### config.mk
export PLATFORM = sky130hd
export DESIGN_NAME = hs_spi_sync_slave_m_flat
export DESIGN_NICKNAME = d
export VERILOG_FILES = /design/src/rtl/hs_spi_pkg.sv /design/src/rtl/hs_spi_sync_slave_m_if.sv /design/src/rtl/hs_spi_edge_det_m.sv /design/src/rtl/hs_spi_sync_slave_m.sv /design/src/flat_wrapper.sv
export SDC_FILE = /design/constraint.sdc
export NUM_CORES = 1
export LEC_CHECK = 0
export ABC_CLOCK_PERIOD_IN_PS = 7000
export CAP_MARGIN = 0
export CELL_PAD_IN_SITES_DETAIL_PLACEMENT = 1
export CELL_PAD_IN_SITES_GLOBAL_PLACEMENT = 2
export CORE_UTILIZATION = 38
export CTS_CLUSTER_SIZE = 25
export DETAILED_ROUTE_END_ITERATION = 10
export HOLD_SLACK_MARGIN = 0.05
export PLACE_DENSITY = 0.89
export SYNTH_ARGS = -nofsm -noshare
export SYNTH_HDL_FRONTEND = slang
export SYNTH_HIERARCHICAL = 1
export SYNTH_SLANG_ARGS = --single-unit
### constraint.sdc
create_clock -name clk -period 7 [get_ports clk]
set_clock_uncertainty 0.15 [all_clocks]
set_input_delay 1.4 -clock clk [delete_from_list [all_inputs] [get_ports clk]]
set_output_delay 1.4 -clock clk [all_outputs]
set_load 0.01 [all_outputs]
### src/rtl/hs_spi_pkg.sv
// Shared definitions for the high-speed multi-lane SPI master and slave:
// frame state encoding and the reset values of the pin synchronizers.
package hs_spi_pkg;

    typedef enum logic [1:0] {
        ST_IDLE  = 2'd0,
        ST_SHIFT = 2'd1,
        ST_DONE  = 2'd2
    } spi_state_e;

    // Synchronizer reset values match the idle level of each pin
    localparam logic SCK_SYNC_RST  = 1'b0;
    localparam logic CSN_SYNC_RST  = 1'b1;
    localparam logic MOSI_SYNC_RST = 1'b0;

endpackage

### src/rtl/hs_spi_sync_slave_m_if.sv
// Bus-side signals of the oversampling SPI slave: the local transmit/receive
// handshake plus the SPI pins themselves.
interface hs_spi_sync_slave_m_if #(
    parameter int DW    = 32,
    parameter int SPI_W = 4
);
    logic             load;
    logic             empty;
    logic             busy;
    logic [DW-1:0]    data_in;
    logic [DW-1:0]    data_out;
    logic             valid;
    logic             err;
    logic             SCK;
    logic             CSn;
    logic [SPI_W-1:0] MOSI;
    logic [SPI_W-1:0] MISO;

    modport slave (
        input  load, data_in, SCK, CSn, MOSI,
        output empty, busy, data_out, valid, err, MISO
    );

    modport master (
        output load, data_in, SCK, CSn, MOSI,
        input  empty, busy, data_out, valid, err, MISO
    );
endinterface

### src/rtl/hs_spi_edge_det_m.sv
// Synchronizes one asynchronous pin into clk and produces registered
// single-cycle rise/fall strobes. Strobes are held off until the edge
// register holds a genuinely sampled level, so a pin that already sits away
// from its reset value when rst is released does not create a phantom edge.
module hs_spi_edge_det_m #(
    parameter int   SYNC_STAGES = 2,
    parameter logic RST_VAL     = 1'b0
) (
    input  logic clk,
    input  logic rst,
    input  logic i_pin,
    output logic o_rise,
    output logic o_fall
);

    logic [SYNC_STAGES-1:0] r_sync;
    logic [SYNC_STAGES:0]   r_fill;
    logic                   r_prev;
    logic                   r_rise;
    logic                   r_fall;
    logic                   w_level;
    logic                   w_primed;

    assign w_level  = r_sync[SYNC_STAGES-1];
    assign w_primed = r_fill[SYNC_STAGES];

    // Synchronizer chain, edge-detect register and gated strobe generation
    always_ff @(posedge clk or posedge rst) begin
        if (rst) begin
            r_sync <= {SYNC_STAGES{RST_VAL}};
            r_fill <= '0;
            r_prev <= RST_VAL;
            r_rise <= 1'b0;
            r_fall <= 1'b0;
        end else begin
            r_sync <= {r_sync[SYNC_STAGES-2:0], i_pin};
            r_fill <= {r_fill[SYNC_STAGES-1:0], 1'b1};
            r_prev <= w_level;
            r_rise <= w_primed & w_level & ~r_prev;
            r_fall <= w_primed & ~w_level & r_prev;
        end
    end

    assign o_rise = r_rise;
    assign o_fall = r_fall;

endmodule

### src/rtl/hs_spi_sync_slave_m.sv
// Oversampling multi-lane SPI slave. SCK, CSn and MOSI are sampled on the
// local clock; one word is received and one word returned per CSn assertion.
module hs_spi_sync_slave_m
    import hs_spi_pkg::*;
#(
    parameter int DW          = 32,
    parameter int SPI_W       = 4,
    parameter int SYNC_STAGES = 2
) (
    input logic                  clk,
    input logic                  rst,
    hs_spi_sync_slave_m_if.slave io_bus
);

    localparam int SLICE_COUNT = DW / SPI_W;
    localparam int CW          = (SLICE_COUNT > 1) ? $clog2(SLICE_COUNT) : 1;
    localparam logic [CW-1:0] LAST_SLICE = CW'(SLICE_COUNT - 1);

    spi_state_e       r_state, w_stateNext;
    logic [CW-1:0]    r_cnt, w_cntNext;
    logic             r_empty, w_emptyNext;
    logic [DW-1:0]    r_databuf, w_bufNext;
    logic [DW-1:0]    r_txSr, w_txNext;
    logic [DW-1:0]    r_rxSr, w_rxNext;
    logic [DW-1:0]    r_dataOut, w_dataOutNext;
    logic             r_valid, w_validNext;
    logic             r_err, w_errNext;
    logic [SPI_W-1:0] r_miso, w_misoNext;
    logic             r_busy;
    logic [SPI_W-1:0] r_mosiSync [SYNC_STAGES];
    logic [SPI_W-1:0] w_mosi;
    logic [DW-1:0]    w_rxShift, w_txShift;
    logic             w_sckFall, w_sckRiseUnused, w_csFall, w_csRise;
    logic             w_lastSample;

    hs_spi_edge_det_m #(.SYNC_STAGES(SYNC_STAGES), .RST_VAL(SCK_SYNC_RST)) u_sckDet (
        .clk(clk), .rst(rst), .i_pin(io_bus.SCK),
        .o_rise(w_sckRiseUnused), .o_fall(w_sckFall)
    );

    hs_spi_edge_det_m #(.SYNC_STAGES(SYNC_STAGES), .RST_VAL(CSN_SYNC_RST)) u_csDet (
        .clk(clk), .rst(rst), .i_pin(io_bus.CSn),
        .o_rise(w_csRise), .o_fall(w_csFall)
    );

    // MOSI lanes only need plain synchronization; they are stable around SCK fall
    always_ff @(posedge clk or posedge rst) begin
        if (rst) begin
            for (int i = 0; i < SYNC_STAGES; i++) r_mosiSync[i] <= {SPI_W{MOSI_SYNC_RST}};
        end else begin
            r_mosiSync[0] <= io_bus.MOSI;
            for (int i = 1; i < SYNC_STAGES; i++) r_mosiSync[i] <= r_mosiSync[i-1];
        end
    end

    assign w_mosi       = r_mosiSync[SYNC_STAGES-1];
    assign w_rxShift    = (r_rxSr << SPI_W) | DW'(w_mosi);
    assign w_txShift    = r_txSr << SPI_W;
    assign w_lastSample = w_sckFall && (r_cnt == LAST_SLICE);

    // Next-state and datapath decisions; a same-cycle SCK sample is taken before CSn rise
    always_comb begin
        w_stateNext   = r_state;
        w_cntNext     = r_cnt;
        w_emptyNext   = r_empty;
        w_bufNext     = r_databuf;
        w_txNext      = r_txSr;
        w_rxNext      = r_rxSr;
        w_dataOutNext = r_dataOut;
        w_validNext   = 1'b0;
        w_errNext     = 1'b0;
        w_misoNext    = r_miso;

        case (r_state)
            ST_IDLE: begin
                if (w_csFall) begin
                    w_txNext    = r_empty ? '0 : r_databuf;
                    w_emptyNext = 1'b1;
                    w_cntNext   = '0;
                    w_misoNext  = w_txNext[DW-1 -: SPI_W];
                    w_stateNext = ST_SHIFT;
                end
            end
            ST_SHIFT: begin
                if (w_sckFall) begin
                    w_rxNext   = w_rxShift;
                    w_txNext   = w_txShift;
                    w_misoNext = w_txShift[DW-1 -: SPI_W];
                    if (w_lastSample) begin
                        w_dataOutNext = w_rxShift;
                        w_validNext   = 1'b1;
                        w_cntNext     = '0;
                        w_stateNext   = ST_DONE;
                    end else begin
                        w_cntNext = r_cnt + 1'b1;
                    end
                end
                if (w_csRise) begin
                    w_errNext   = !w_lastSample;
                    w_misoNext  = '0;
                    w_stateNext = ST_IDLE;
                end
            end
            ST_DONE: begin
                if (w_csRise) begin
                    w_misoNext  = '0;
                    w_stateNext = ST_IDLE;
                end
            end
            default: begin
                w_stateNext = ST_IDLE;
            end
        endcase

        if (io_bus.load && r_empty) begin
            w_bufNext   = io_bus.data_in;
            w_emptyNext = 1'b0;
        end
    end

    // Frame state register
    always_ff @(posedge clk or posedge rst) begin
        if (rst) r_state <= ST_IDLE;
        else     r_state <= w_stateNext;
    end

    // Datapath, buffer and registered output updates
    always_ff @(posedge clk or posedge rst) begin
        if (rst) begin
            r_cnt     <= '0;
            r_empty   <= 1'b1;
            r_databuf <= '0;
            r_txSr    <= '0;
            r_rxSr    <= '0;
            r_dataOut <= '0;
            r_valid   <= 1'b0;
            r_err     <= 1'b0;
            r_miso    <= '0;
            r_busy    <= 1'b0;
        end else begin
            r_cnt     <= w_cntNext;
            r_empty   <= w_emptyNext;
            r_databuf <= w_bufNext;
            r_txSr    <= w_txNext;
            r_rxSr    <= w_rxNext;
            r_dataOut <= w_dataOutNext;
            r_valid   <= w_validNext;
            r_err     <= w_errNext;
            r_miso    <= w_misoNext;
            r_busy    <= (w_stateNext != ST_IDLE);
        end
    end

    assign io_bus.empty    = r_empty;
    assign io_bus.busy     = r_busy;
    assign io_bus.data_out = r_dataOut;
    assign io_bus.valid    = r_valid;
    assign io_bus.err      = r_err;
    assign io_bus.MISO     = r_miso;

endmodule
### src/flat_wrapper.sv
// flat-port wrapper written by rule: the top's interface ports become plain ports
module hs_spi_sync_slave_m_flat import hs_spi_pkg::*;
#(
    parameter int DW          = 32,
    parameter int SPI_W       = 4,
    parameter int SYNC_STAGES = 2
)
  (clk, rst, io_bus_load, io_bus_data_in, io_bus_SCK, io_bus_CSn, io_bus_MOSI, io_bus_empty, io_bus_busy, io_bus_data_out, io_bus_valid, io_bus_err, io_bus_MISO);
  hs_spi_sync_slave_m_if #(.DW(DW), .SPI_W(SPI_W)) io_bus_i ();
  input logic clk;
  input logic rst;
  input wire logic [$bits(io_bus_i.load)-1:0] io_bus_load;
  input wire logic [$bits(io_bus_i.data_in)-1:0] io_bus_data_in;
  input wire logic [$bits(io_bus_i.SCK)-1:0] io_bus_SCK;
  input wire logic [$bits(io_bus_i.CSn)-1:0] io_bus_CSn;
  input wire logic [$bits(io_bus_i.MOSI)-1:0] io_bus_MOSI;
  output wire logic [$bits(io_bus_i.empty)-1:0] io_bus_empty;
  output wire logic [$bits(io_bus_i.busy)-1:0] io_bus_busy;
  output wire logic [$bits(io_bus_i.data_out)-1:0] io_bus_data_out;
  output wire logic [$bits(io_bus_i.valid)-1:0] io_bus_valid;
  output wire logic [$bits(io_bus_i.err)-1:0] io_bus_err;
  output wire logic [$bits(io_bus_i.MISO)-1:0] io_bus_MISO;
  assign io_bus_i.load = io_bus_load;
  assign io_bus_i.data_in = io_bus_data_in;
  assign io_bus_i.SCK = io_bus_SCK;
  assign io_bus_i.CSn = io_bus_CSn;
  assign io_bus_i.MOSI = io_bus_MOSI;
  assign io_bus_empty = io_bus_i.empty;
  assign io_bus_busy = io_bus_i.busy;
  assign io_bus_data_out = io_bus_i.data_out;
  assign io_bus_valid = io_bus_i.valid;
  assign io_bus_err = io_bus_i.err;
  assign io_bus_MISO = io_bus_i.MISO;
  hs_spi_sync_slave_m #(.DW(DW), .SPI_W(SPI_W), .SYNC_STAGES(SYNC_STAGES)) u_core (.clk(clk), .rst(rst), .io_bus(io_bus_i));
endmodule
==> results.md, run 1 <==
- Psw: 840.4 uW
- Max-Cap Viols: 0
- Critical Path RT: ~5.5 ns
- Rows: 45
- Layout filler cell count: between 1000 and 1500
- WP buf/inv: 1
- Status: completed
- Sw Share: 0.2856
- Die ar.: around 16000 um^2
- PwrDens: a little under 400 nW/um^2
- Highest routed layer: met4
- F_max: approximately 320 MHz
- Hold wc startpoint: u_core/r_mosiSync[6]
- Area grow syn2layout: 27.33%
- Post-Syn Area: between 5000 and 6000 um^2
- WL/cell: between 15 and 20 um
- Share of layout cells above drive strength 1: 0.2813
- Vias in the first global route: between 3000 and 4000
- R2R Setup Slk: 4.46 ns
- Hold Crit Depth: 0
- Crit path cell chain: clkdlybuf4s50_1
- Via density: 4.981
- Worst slack, placed: between 3 and 4 ns
- Global Route Usage Sum: 0.1616
- Final Hold Fails: 0
- Reg2reg end: u_core/r_txSr[13]
- Worst hold path type: reg -> reg
- Clock Latency Late Sink: roughly 0.42 ns
- First-pass GRT wire length: about 20 mm
- I/O pin total: 81
- Hold Path Sink: u_core/w_mosi[2]
- CTS Hold Bufs: 0
- Clock Root Buffer: clkbuf_16
- Critical path arrival: ~1.6 ns
- Post-route ant nets: 0
- CP startpoint kind: register
- Input/output buffers: 80
- Diodes inserted: 0
- Slowest cell on the critical path: dfstp_2
- Initial DRC Count: ~200
- WL final: between 10 and 15 mm
- Internal power: roughly 2100 uW
- H-tree Lvls: 4
- Setup_tns: 0 ns
- Static leakage: about 0.0035 uW
- Post-DP HPWL: roughly 7.8 mm
- Worst path max stage delay: 0.63 ns
- R2R depth: 6
- Final net count: 547
- VDD IR-drop max: 0.2435 mV
- CTS resizes: 0
- Tcrit/Tclk final: 0.4517
- Met3 WL: between 400 and 500 um
- CTS clk-pin slew, worst paths: around 0.060 ns
- Ys Warns: 6
- RePlAce Congestion: around 0.71
- Final setup fails: 0
- Initial core utilization: 0.3906
- Longest Clk Path Bufs: 2
- CTS sink cnt: approximately 160
- Combinational Power Share: 0.219
- Met1 WL: just over 5 mm
- Multi-input gate area in the final layout: approximately 1900 um^2
- GR Overflow Total: 0
- Vias: around 3500
- RSZ-0062 raised after global routing: false
- Largest net degree at the start of global routing: between 70 and 80
- Crit Path Category: reg -> out
- Syn nets: 463
- WL met2: about 6.2 mm
- Core area: roughly 15000 um^2
- Min Tclk post-route: 3.162 ns
- Fin. max-slew vios: 0
- Register area: ~3900 um^2
- Final setup margin: 3.838 ns
- Peak fanout along the critical path: 7
- Crit-path leading delay family: flip-flops
- Clock power frac: 0.337
- Cells after Synth: 415
- Reg2Reg Launch Point: u_core/r_state[1]
- Avg Inst Size Synth: about 14 um^2
- CTS tree: built
- Post-CTS Setup Inserts: 0
- DRT Pass-1 Iters: 4
- Initial antenna violation count: 0
- CTS Buf Count: 17
- Die height: 127.0 um
- Slew HR: 0.2601
- Worst Setup End Kind: output port
- Worst Tran Pin Value: between 1 and 1.5 ns
- Die Wd: approximately 130 um
- Seq pwr share: 0.444
- DRC Markers: 0
[power by group through the flow]
stage / Combinational (uW) / Clock [uW] / Sequential [uW]
2_1_floorplan: 492 / 0 / 1260
6_report: 644 / 993 / 1310
3_3_place_gp: 605 / 0 / 1300
5_1_grt: 720 / 1050 / 1340
4_1_cts: 654 / 1010 / 1310
3_5_place_dp: 638 / 0 / 1320
[state kept, by name (all words and copies together) (netlist names), 3 cells and up]
| signal | count |
|---|---|
| u_core/io_bus.data_out | 32 |
| u_core/w_mosi | 4 |
| u_core/r_txSr | 28 |
| u_core/r_rxSr | 28 |
| u_core/r_cnt | 3 |
| u_core/u_csDet/r_fill | 3 |
| u_core/u_sckDet/r_fill | 3 |
| u_core/io_bus.MISO | 4 |
| u_core/r_mosiSync | 4 |
| u_core/r_databuf | 32 |
[area by class of cell]
cell class | instances | area share
clock inverter | 12 | 0.02565
clock buffer | 20 | 0.05908
sequential | 156 | 0.5170
timing repair buffer | 85 | 0.1109
inverter | 13 | 0.007116
tap | 188 | 0.03111
multi-input combinational | 226 | 0.2492
[stage by stage]
step | util | hold slack (ns) | power (uW) | area, um^2 | cells
6_report | 0.4974 | 0.1969 | 2943 | 7561 | 700
5_1_grt | 0.4974 | 0.2036 | 3112 | 7561 | 700
4_1_cts | 0.4974 | 0.1995 | 2980 | 7561 | 700
3_5_place_dp | 0.4552 | 0.1856 | 1961 | 6920 | 668
3_3_place_gp | 0.4552 | 0.1845 | 1909 | 6920 | 668
2_1_floorplan | - | 0.1812 | 1754 | 5938 | 415
[worst max path at each step]
stage	startpoint	to	slack [ns]	depth (start not counted)
2_1_floorplan	rst	u_core/io_bus.MISO[0]	1.67	1
3_3_place_gp	rst	u_core/io_bus.data_out[3]	3.53	3
3_5_place_dp	rst	u_core/io_bus.valid	3.46	3
4_1_cts	u_core/io_bus.empty	io_bus_empty	3.82	1
5_1_grt	rst	u_core/r_mosiSync[7]	3.71	3
6_report	u_core/io_bus.empty	io_bus_empty	3.84	1
[routing by layer]
layer  vias up  GRT usage
met2        74     0.2763
met3         9    0.04648
li1       1616          -
met1      1788     0.1940
met5         -          0
met4         0    0.06092
[layout by cell type, fill, tap and decap left out, types with 4 or more instances in the layout]
cell type / n
a21oi_1: 25
a22oi_1: 23
buf_4: 5
bufinv_16: 5
clkbuf_16: 17
clkdlybuf4s50_1: 80
clkinv_2: 4
dfrtp_1: 152
dfstp_2: 4
ha_1: 7
inv_1: 12
mux2_2: 96
nand3_1: 8
nor2_1: 31
nor2b_1: 4
o21ai_0: 7
Note: power is estimated with default switching activity, not from simulation.
==> run 2, diff against run 1 <==
- ABC_CLOCK_PERIOD_IN_PS: 7000 -> 2900
- CORE_UTILIZATION: 38 -> 34
- PLACE_DENSITY: 0.89 -> 0.85
- clock period: 7 -> 2.9 ns (I/O delays scaled with it)
==> results.md, run 2 (synthesis results as in run 1) <==
- Final Util: 0.4553 (was 0.4974)
- R2R Setup Slk: 0.53 ns (was 4.46 ns)
- Diodes inserted: 0 (unchanged)
- RePlAce Congestion: 0.7802 (was 0.7130)
- WL final: 11.88 mm (was 11.93 mm)
- CTS Buf Count: 17 (unchanged)
- Highest routed layer: met4 (unchanged)
- Total Power: 7134 uW (was 2943 uW)
- Slowest cell on the critical path: dfrtp_1 (was dfstp_2)
- CTS Hold Bufs: 0 (unchanged)
- Peak fanout along the critical path: 62 (was 7)
- Core area: 16820 um^2 (was 15200 um^2)
- Vias: 3560 (was 3487)
- Placed cell areas: 7017 um^2 (was 6920 um^2)
- Global Route Usage Sum: 0.1471 (was 0.1616)
- Reg2reg end: u_core/r_txSr[2] (was u_core/r_txSr[13])
- Crit Path Category: reg -> reg (was reg -> out)
- Critical path arrival: 2.51 ns (was 1.61 ns)
- CTS tree: built (unchanged)
- Fin. max-slew vios: 0 (unchanged)
- Post-DP HPWL: 7.757 mm (was 7.828 mm)
- Sw Share: 0.2839 (was 0.2856)
- RSZ-0062 raised after global routing: false (unchanged)
- Rows: 47 (was 45)
- Longest Clk Path Bufs: 2 (unchanged)
- Die ar.: 18000 um^2 (was 16130 um^2)
- Worst Setup End Kind: register (was output port)
- Worst Setup SP: u_core/r_state[1] (was u_core/io_bus.empty)
- Max-Cap Viols: 0 (unchanged)
- Final Hold Fails: 0 (unchanged)
- CTS clk-pin slew, worst paths: 0.06 ns (about the same)
- H-tree Lvls: 4 (unchanged)
- Vias in the first global route: 3866 (was 3778)
- VDD IR-drop max: 0.4264 mV (was 0.2435 mV)
- PwrDens: 931.6 nW/um^2 (was 389.2 nW/um^2)
- Combinational Power Share: 0.224 (was 0.219)
- Seq pwr share: 0.442 (was 0.444)
- Post-route ant nets: 0 (unchanged)
- GR Overflow Total: 0 (unchanged)
- First-pass GRT wire length: 20.33 mm (was 19.69 mm)
- Reg2Reg Launch Point: u_core/r_state[1] (unchanged)
- Hold Path Sink: u_core/w_mosi[2] (unchanged)
- Crit path cell chain: inv_1 > ha_1 > buf_4 > nor2_1 > nor3_4 > buf_12 > nand3_1 > o21ai_0 (was clkdlybuf4s50_1)
- Met1 WL: 5.271 mm (was 5.119 mm)
- Largest net degree at the start of global routing: 77 (unchanged)
- Multi-input gate area in the final layout: 1884 um^2 (unchanged)
- Tcrit/Tclk final: 0.8181
- DRT Pass-1 Iters: 4 (unchanged)
- Slew HR: 0.2202 (was 0.2601)
- Internal power: 5108 uW (was 2102 uW)
- CTS sink cnt: 156 (unchanged)
- WL/cell: 16.21 um (was 17.04 um)
- Commonest non-fill, non-tap cell in the layout: dfrtp_1 (unchanged)
- Initial core utilization: 0.3531 (was 0.3906)
- Register area: 3909 um^2 (unchanged)
- I/O pin total: 81 (unchanged)
- Critical Path RT: 3.04 ns (was 5.45 ns)
- Worst path max stage delay: 0.43 ns (was 0.63 ns)
- WL met2: 6.018 mm (was 6.227 mm)
- Clock power frac: 0.335 (was 0.337)
- Commonest non-fill, non-tap cells in the layout: dfrtp_1 (152), mux2_2 (96), clkdlybuf4s50_1 (80), nor2_1 (31), a21oi_1 (25) (unchanged)
- Min Tclk post-route: between 2 and 2.5 ns
- Static leakage: 0.003486 uW (was 0.003465 uW)
- Post-route cell area: 7657 um^2 (was 7561 um^2)
- Worst hold path type: reg -> reg (unchanged)
- Worst Tran Pin Value: 1.168 ns (was 1.109 ns)
- Clock Root Buffer: clkbuf_16 (unchanged)
- Initial DRC Count: 187 (was 201)
- Post-CTS Setup Inserts: 0 (unchanged)
- Clock Latency Late Sink: 0.42 ns (about the same)
- Met3 WL: 465 um (was 427 um)
- Die Wd: 134.2 um (was 127.0 um)
- Initial antenna violation count: 0 (unchanged)
- Input/output buffers: 80 (unchanged)
- Setup_tns: 0 ns (unchanged)
- CTS resizes: 0 (unchanged)
- Psw: 2025 uW (was 840.4 uW)
- Hold wc startpoint: u_core/r_mosiSync[6] (unchanged)
- Area grow syn2layout: 28.95% (was 27.33%)
- Status: completed (unchanged)
- Die height: 134.2 um (was 127.0 um)
- Final setup fails: 0 (unchanged)
- Crit-path leading delay family: buffers and inverters (was flip-flops)
- Hold Crit Depth: 0 (unchanged)
- WP buf/inv: 3 (was 1)
- Final net count: 548 (was 547)
- Via density: 4.857 (was 4.981)
- Layout filler cell count: 1728 (was 1488)
- R2R depth: 8 (was 6)
- CP startpoint kind: register (unchanged)
- DRC Markers: 0 (unchanged)
- Share of layout cells above drive strength 1: 0.2807 (was 0.2813)
- F_max: roughly 420 MHz
==> run 2: changes by cell type in the layout (fill, tap and decap cells not counted), sizes merged <==
| cell | before | now |
|---|---|---|
| buf | 5 | 6 |
| clkbuf | 20 | 21 |
| clkinv | 5 | 4 |
==> run 2: cell type report <==
cell class                      instances  area share
Tap cell                              220     0.03595
Inverter                               13    0.006863
Clock buffer                           21     0.05882
Timing Repair Buffer                   86      0.1170
Clock inverter                         11     0.02484
Sequential cell                       156      0.5105
Multi-Input combinational cell        226      0.2461
==> run 2: metal layers <==
layer / vias to the layer above / track usage
met5: - / 0
met4: 0 / 0.04994
met3: 14 / 0.04308
met2: 87 / 0.2418
met1: 1840 / 0.1854
li1: 1619 / -
==> run 2: worst max path at each step <==
stage	end	slack, ns	depth (start not counted)
2_1_floorplan	u_core/io_bus.MISO[0]	0.41	1
6_report	u_core/r_txSr[2]	0.53	8
3_5_place_dp	u_core/r_txSr[10]	0.58	5
4_1_cts	io_bus_empty	0.52	1
5_1_grt	u_core/r_txSr[24]	0.37	5
3_3_place_gp	u_core/r_databuf[4]	0.67	4
==> run 2: power groups by stage <==
stage | registers, uW | logic [uW] | clock network [uW]
floorplan | 3050 | 1190 | 0
global placement | 3150 | 1490 | 0
detailed placement | 3180 | 1580 | 0
global route | 3240 | 1770 | 2550
CTS | 3160 | 1620 | 2450
finish | 3150 | 1590 | 2390
==> run 2: per-stage QoR <==
| step | hold WS, ns | std cells | setup slack, ns |
|---|---|---|---|
| after global placement | 0.1847 | 701 | 0.6703 |
| after CTS | 0.2013 | 733 | 0.5174 |
| after detailed placement | 0.1873 | 701 | 0.5794 |
| final | 0.1986 | 733 | 0.5276 |
| after global routing | 0.2049 | 733 | 0.3689 |
| after floorplan | 0.1812 | 415 | 0.4077 |
==> run 3, diff against run 2 <==
- ABC_CLOCK_PERIOD_IN_PS: 2900 -> 2200
- CORE_UTILIZATION: 34 -> 38
- PLACE_DENSITY: 0.85 -> 0.89
- clock period: 2.9 -> 2.2 ns (I/O delays scaled with it)
==> results.md, run 3 (synthesis results as in run 1) <==
- Initial core utilization: 0.3906 (was 0.3531)
- Placed cell areas: 7039 um^2 (was 7017 um^2)
- Post-route ant nets: 0 (unchanged)
- Layout filler cell count: 1516 (was 1728)
- DRT Pass-1 Iters: 4 (unchanged)
- Die height: 127.0 um (was 134.2 um)
- WL/cell: 17.26 um (was 16.21 um)
- Worst hold path type: reg -> reg (unchanged)
- Status: completed (unchanged)
- Sw Share: 0.2872 (was 0.2839)
- Crit Path Category: reg -> out (was reg -> reg)
- Max-Cap Viols: 0 (unchanged)
- Die Wd: 127.0 um (was 134.2 um)
- Slowest cell on the critical path: dfstp_2 (was dfrtp_1)
- Hold wc startpoint: u_core/u_sckDet/r_fill[0] (was u_core/r_mosiSync[6])
- H-tree Lvls: 4 (unchanged)
- Static leakage: 0.003536 uW (was 0.003486 uW)
- Worst Setup SP: u_core/io_bus.empty (was u_core/r_state[1])
- Initial DRC Count: 217 (was 187)
- VDD IR-drop max: 0.6055 mV (was 0.4264 mV)
- Seq pwr share: 0.436 (was 0.442)
- R2R Setup Slk: 0.13 ns (was 0.53 ns)
- Reg2Reg Launch Point: u_core/r_state[1] (unchanged)
- Critical path arrival: 1.52 ns (was 2.51 ns)
- CP startpoint kind: register (unchanged)
- Final Util: 0.5086 (was 0.4553)
- GR Overflow Total: 0 (unchanged)
- Final setup margin: 0.09146 ns (was 0.5276 ns)
- WL final: 12.24 mm (was 11.88 mm)
- Longest Clk Path Bufs: 2 (unchanged)
- Clock Root Buffer: clkbuf_16 (unchanged)
- Levels on crit path: 1 (was 8)
- Global Route Usage Sum: 0.1660 (was 0.1471)
- WP buf/inv: 1 (was 3)
- Hold Crit Depth: 0 (unchanged)
- Clock power frac: 0.326 (was 0.335)
- Input/output buffers: 80 (unchanged)
- Worst Setup End Kind: output port (was register)
- Peak fanout along the critical path: 2 (was 62)
- Rows: 45 (was 47)
- Die ar.: 16130 um^2 (was 18000 um^2)
- Commonest non-fill, non-tap cell in the layout: dfrtp_1 (unchanged)
- Tcrit/Tclk final: 0.9584
- Share of layout cells above drive strength 1: 0.2975 (was 0.2807)
- PwrDens: 1231 nW/um^2 (was 931.6 nW/um^2)
- Final net count: 556 (was 548)
- F_max: roughly 470 MHz
- Critical Path RT: 1.61 ns (was 3.04 ns)
- CTS clk-pin slew, worst paths: 0.06 ns (about the same)
- Vias in the first global route: 3983 (was 3866)
- Via density: 5.076 (was 4.857)
- Final setup fails: 0 (unchanged)
- Hold Path Sink: u_core/u_sckDet/r_fill[1] (was u_core/w_mosi[2])
- Min Tclk post-route: about 2.1 ns
- Final Hold Fails: 0 (unchanged)
- Diodes inserted: 0 (unchanged)
- DRC Markers: 0 (unchanged)
- Reg2reg end: u_core/r_txSr[14] (was u_core/r_txSr[2])
- Crit-path leading delay family: flip-flops (was buffers and inverters)
- Area grow syn2layout: 30.21% (was 28.95%)
- Worst path max stage delay: 0.56 ns (was 0.43 ns)
- R2R depth: 9 (was 8)
- Vias: 3599 (was 3560)
- CTS Buf Count: 17 (unchanged)
- Psw: 2734 uW (was 2025 uW)
- RePlAce Congestion: 0.7268 (was 0.7802)
- Post-DP HPWL: 7.849 mm (was 7.757 mm)
- First-pass GRT wire length: 20.40 mm (was 20.33 mm)
- I/O pin total: 81 (unchanged)
- CTS sink cnt: 156 (unchanged)
- Fin. max-slew vios: 0 (unchanged)
- Crit path cell chain: clkdlybuf4s50_1 (was inv_1 > ha_1 > buf_4 > nor2_1 > nor3_4 > buf_12 > nand3_1 > o21ai_0)
- Clock Latency Late Sink: 0.42 ns (about the same)
- Worst slack, placed: 0.04608 ns (was 0.5794 ns)
- Core area: 15200 um^2 (was 16820 um^2)
- Commonest non-fill, non-tap cells in the layout: dfrtp_1 (152), mux2_2 (96), clkdlybuf4s50_1 (80), nor2_1 (31), a21oi_1 (25) (unchanged)
- Combinational Power Share: 0.238 (was 0.224)
- Internal power: 6787 uW (was 5108 uW)
- Largest net degree at the start of global routing: 63 (was 77)
- CTS tree: built (unchanged)
- Total Power: 9522 uW (was 7134 uW)
- Initial antenna violation count: 0 (unchanged)
- Post-route cell area: 7732 um^2 (was 7657 um^2)
[run 3: cell types whose count changed in the layout (fill, tap and decap cells not counted)]
cell | before | now
nor2b_1 | 4 | 3
clkinv_2 | 3 | 2
buf_4 | 2 | 6
clkinvlp_4 | 2 | 4
clkinv_4 | 1 | 0
nor2b_2 | 0 | 1
clkbuf_1 | 3 | 2
ha_1 | 7 | 6
bufinv_16 | 5 | 4
clkbuf_16 | 17 | 18
buf_12 | 4 | 7
ha_2 | 0 | 1
clkbuf_8 | 1 | 3
[run 3: repair_timing]
action / 4_1_cts / 5_1_grt
pin swaps: 0 / 1
setup buffers: 1 / 1
resized for setup: 1 / 4
hold buffers: 0 / 0
setup endpoints to repair: 3 / 33
gates cloned: 0 / 1
[run 3: worst max-delay path by stage]
stage	to	slack (ns)
final	io_bus_empty	0.09
after global routing	u_core/r_txSr[13]	-0.002
after CTS	u_core/r_txSr[3]	0.03
after detailed placement	u_core/r_txSr[3]	0.05
after global placement	u_core/r_cnt[0]	0.17
after floorplan	u_core/io_bus.MISO[0]	-0.15
[run 3: per-layer routing]
| metal | vias up | track usage | share of wire |
|---|---|---|---|
| met3 | 16 | 0.05653 | 0.041 |
| met1 | 1860 | 0.1971 | 0.42 |
| li1 | 1637 | - | - |
| met5 | - | 0 | 0 |
| met4 | 0 | 0.05042 | 0.013 |
| met2 | 86 | 0.2851 | 0.52 |
[run 3: layout make-up]
class | instances | area [um^2] | share of cell area
clock inverters | 10 | 161.4 | 0.02087
repair buffers | 94 | 1011 | 0.1307
well taps | 188 | 235.2 | 0.03042
multi-input cells | 226 | 1889 | 0.2443
clock buffers | 22 | 474.2 | 0.06133
inverters | 13 | 52.55 | 0.006796
flip-flops and latches | 156 | 3909 | 0.5055
[run 3: through the flow]
| stage | setup TNS (ns) | hold slack (ns) | std cells |
|---|---|---|---|
| floorplan | -21.32 | 0.09340 | 415 |
| global placement | 0 | 0.1846 | 674 |
| detailed placement | 0 | 0.1856 | 674 |
| CTS | 0 | 0.1944 | 707 |
| global route | -0.002168 | 0.2066 | 709 |
| finish | 0 | 0.1940 | 709 |
[run 3: power groups by stage]
stage	registers (uW)	clock network [uW]	logic [uW]
2_1_floorplan	4020	0	1570
3_3_place_gp	4160	0	1980
3_5_place_dp	4190	0	2120
4_1_cts	4150	3190	2180
5_1_grt	4240	3330	2500
6_report	4150	3110	2270
[run 3: worst register-to-register path: stages, from the launching register on]
cell       delay [ns]
dfrtp_1          0.43
inv_1            0.11
ha_2             0.25
buf_12           0.20
nor2_1           0.12
nor3_4           0.22
buf_4            0.16
clkbuf_16        0.20
nor2_1           0.06
a21oi_1          0.11
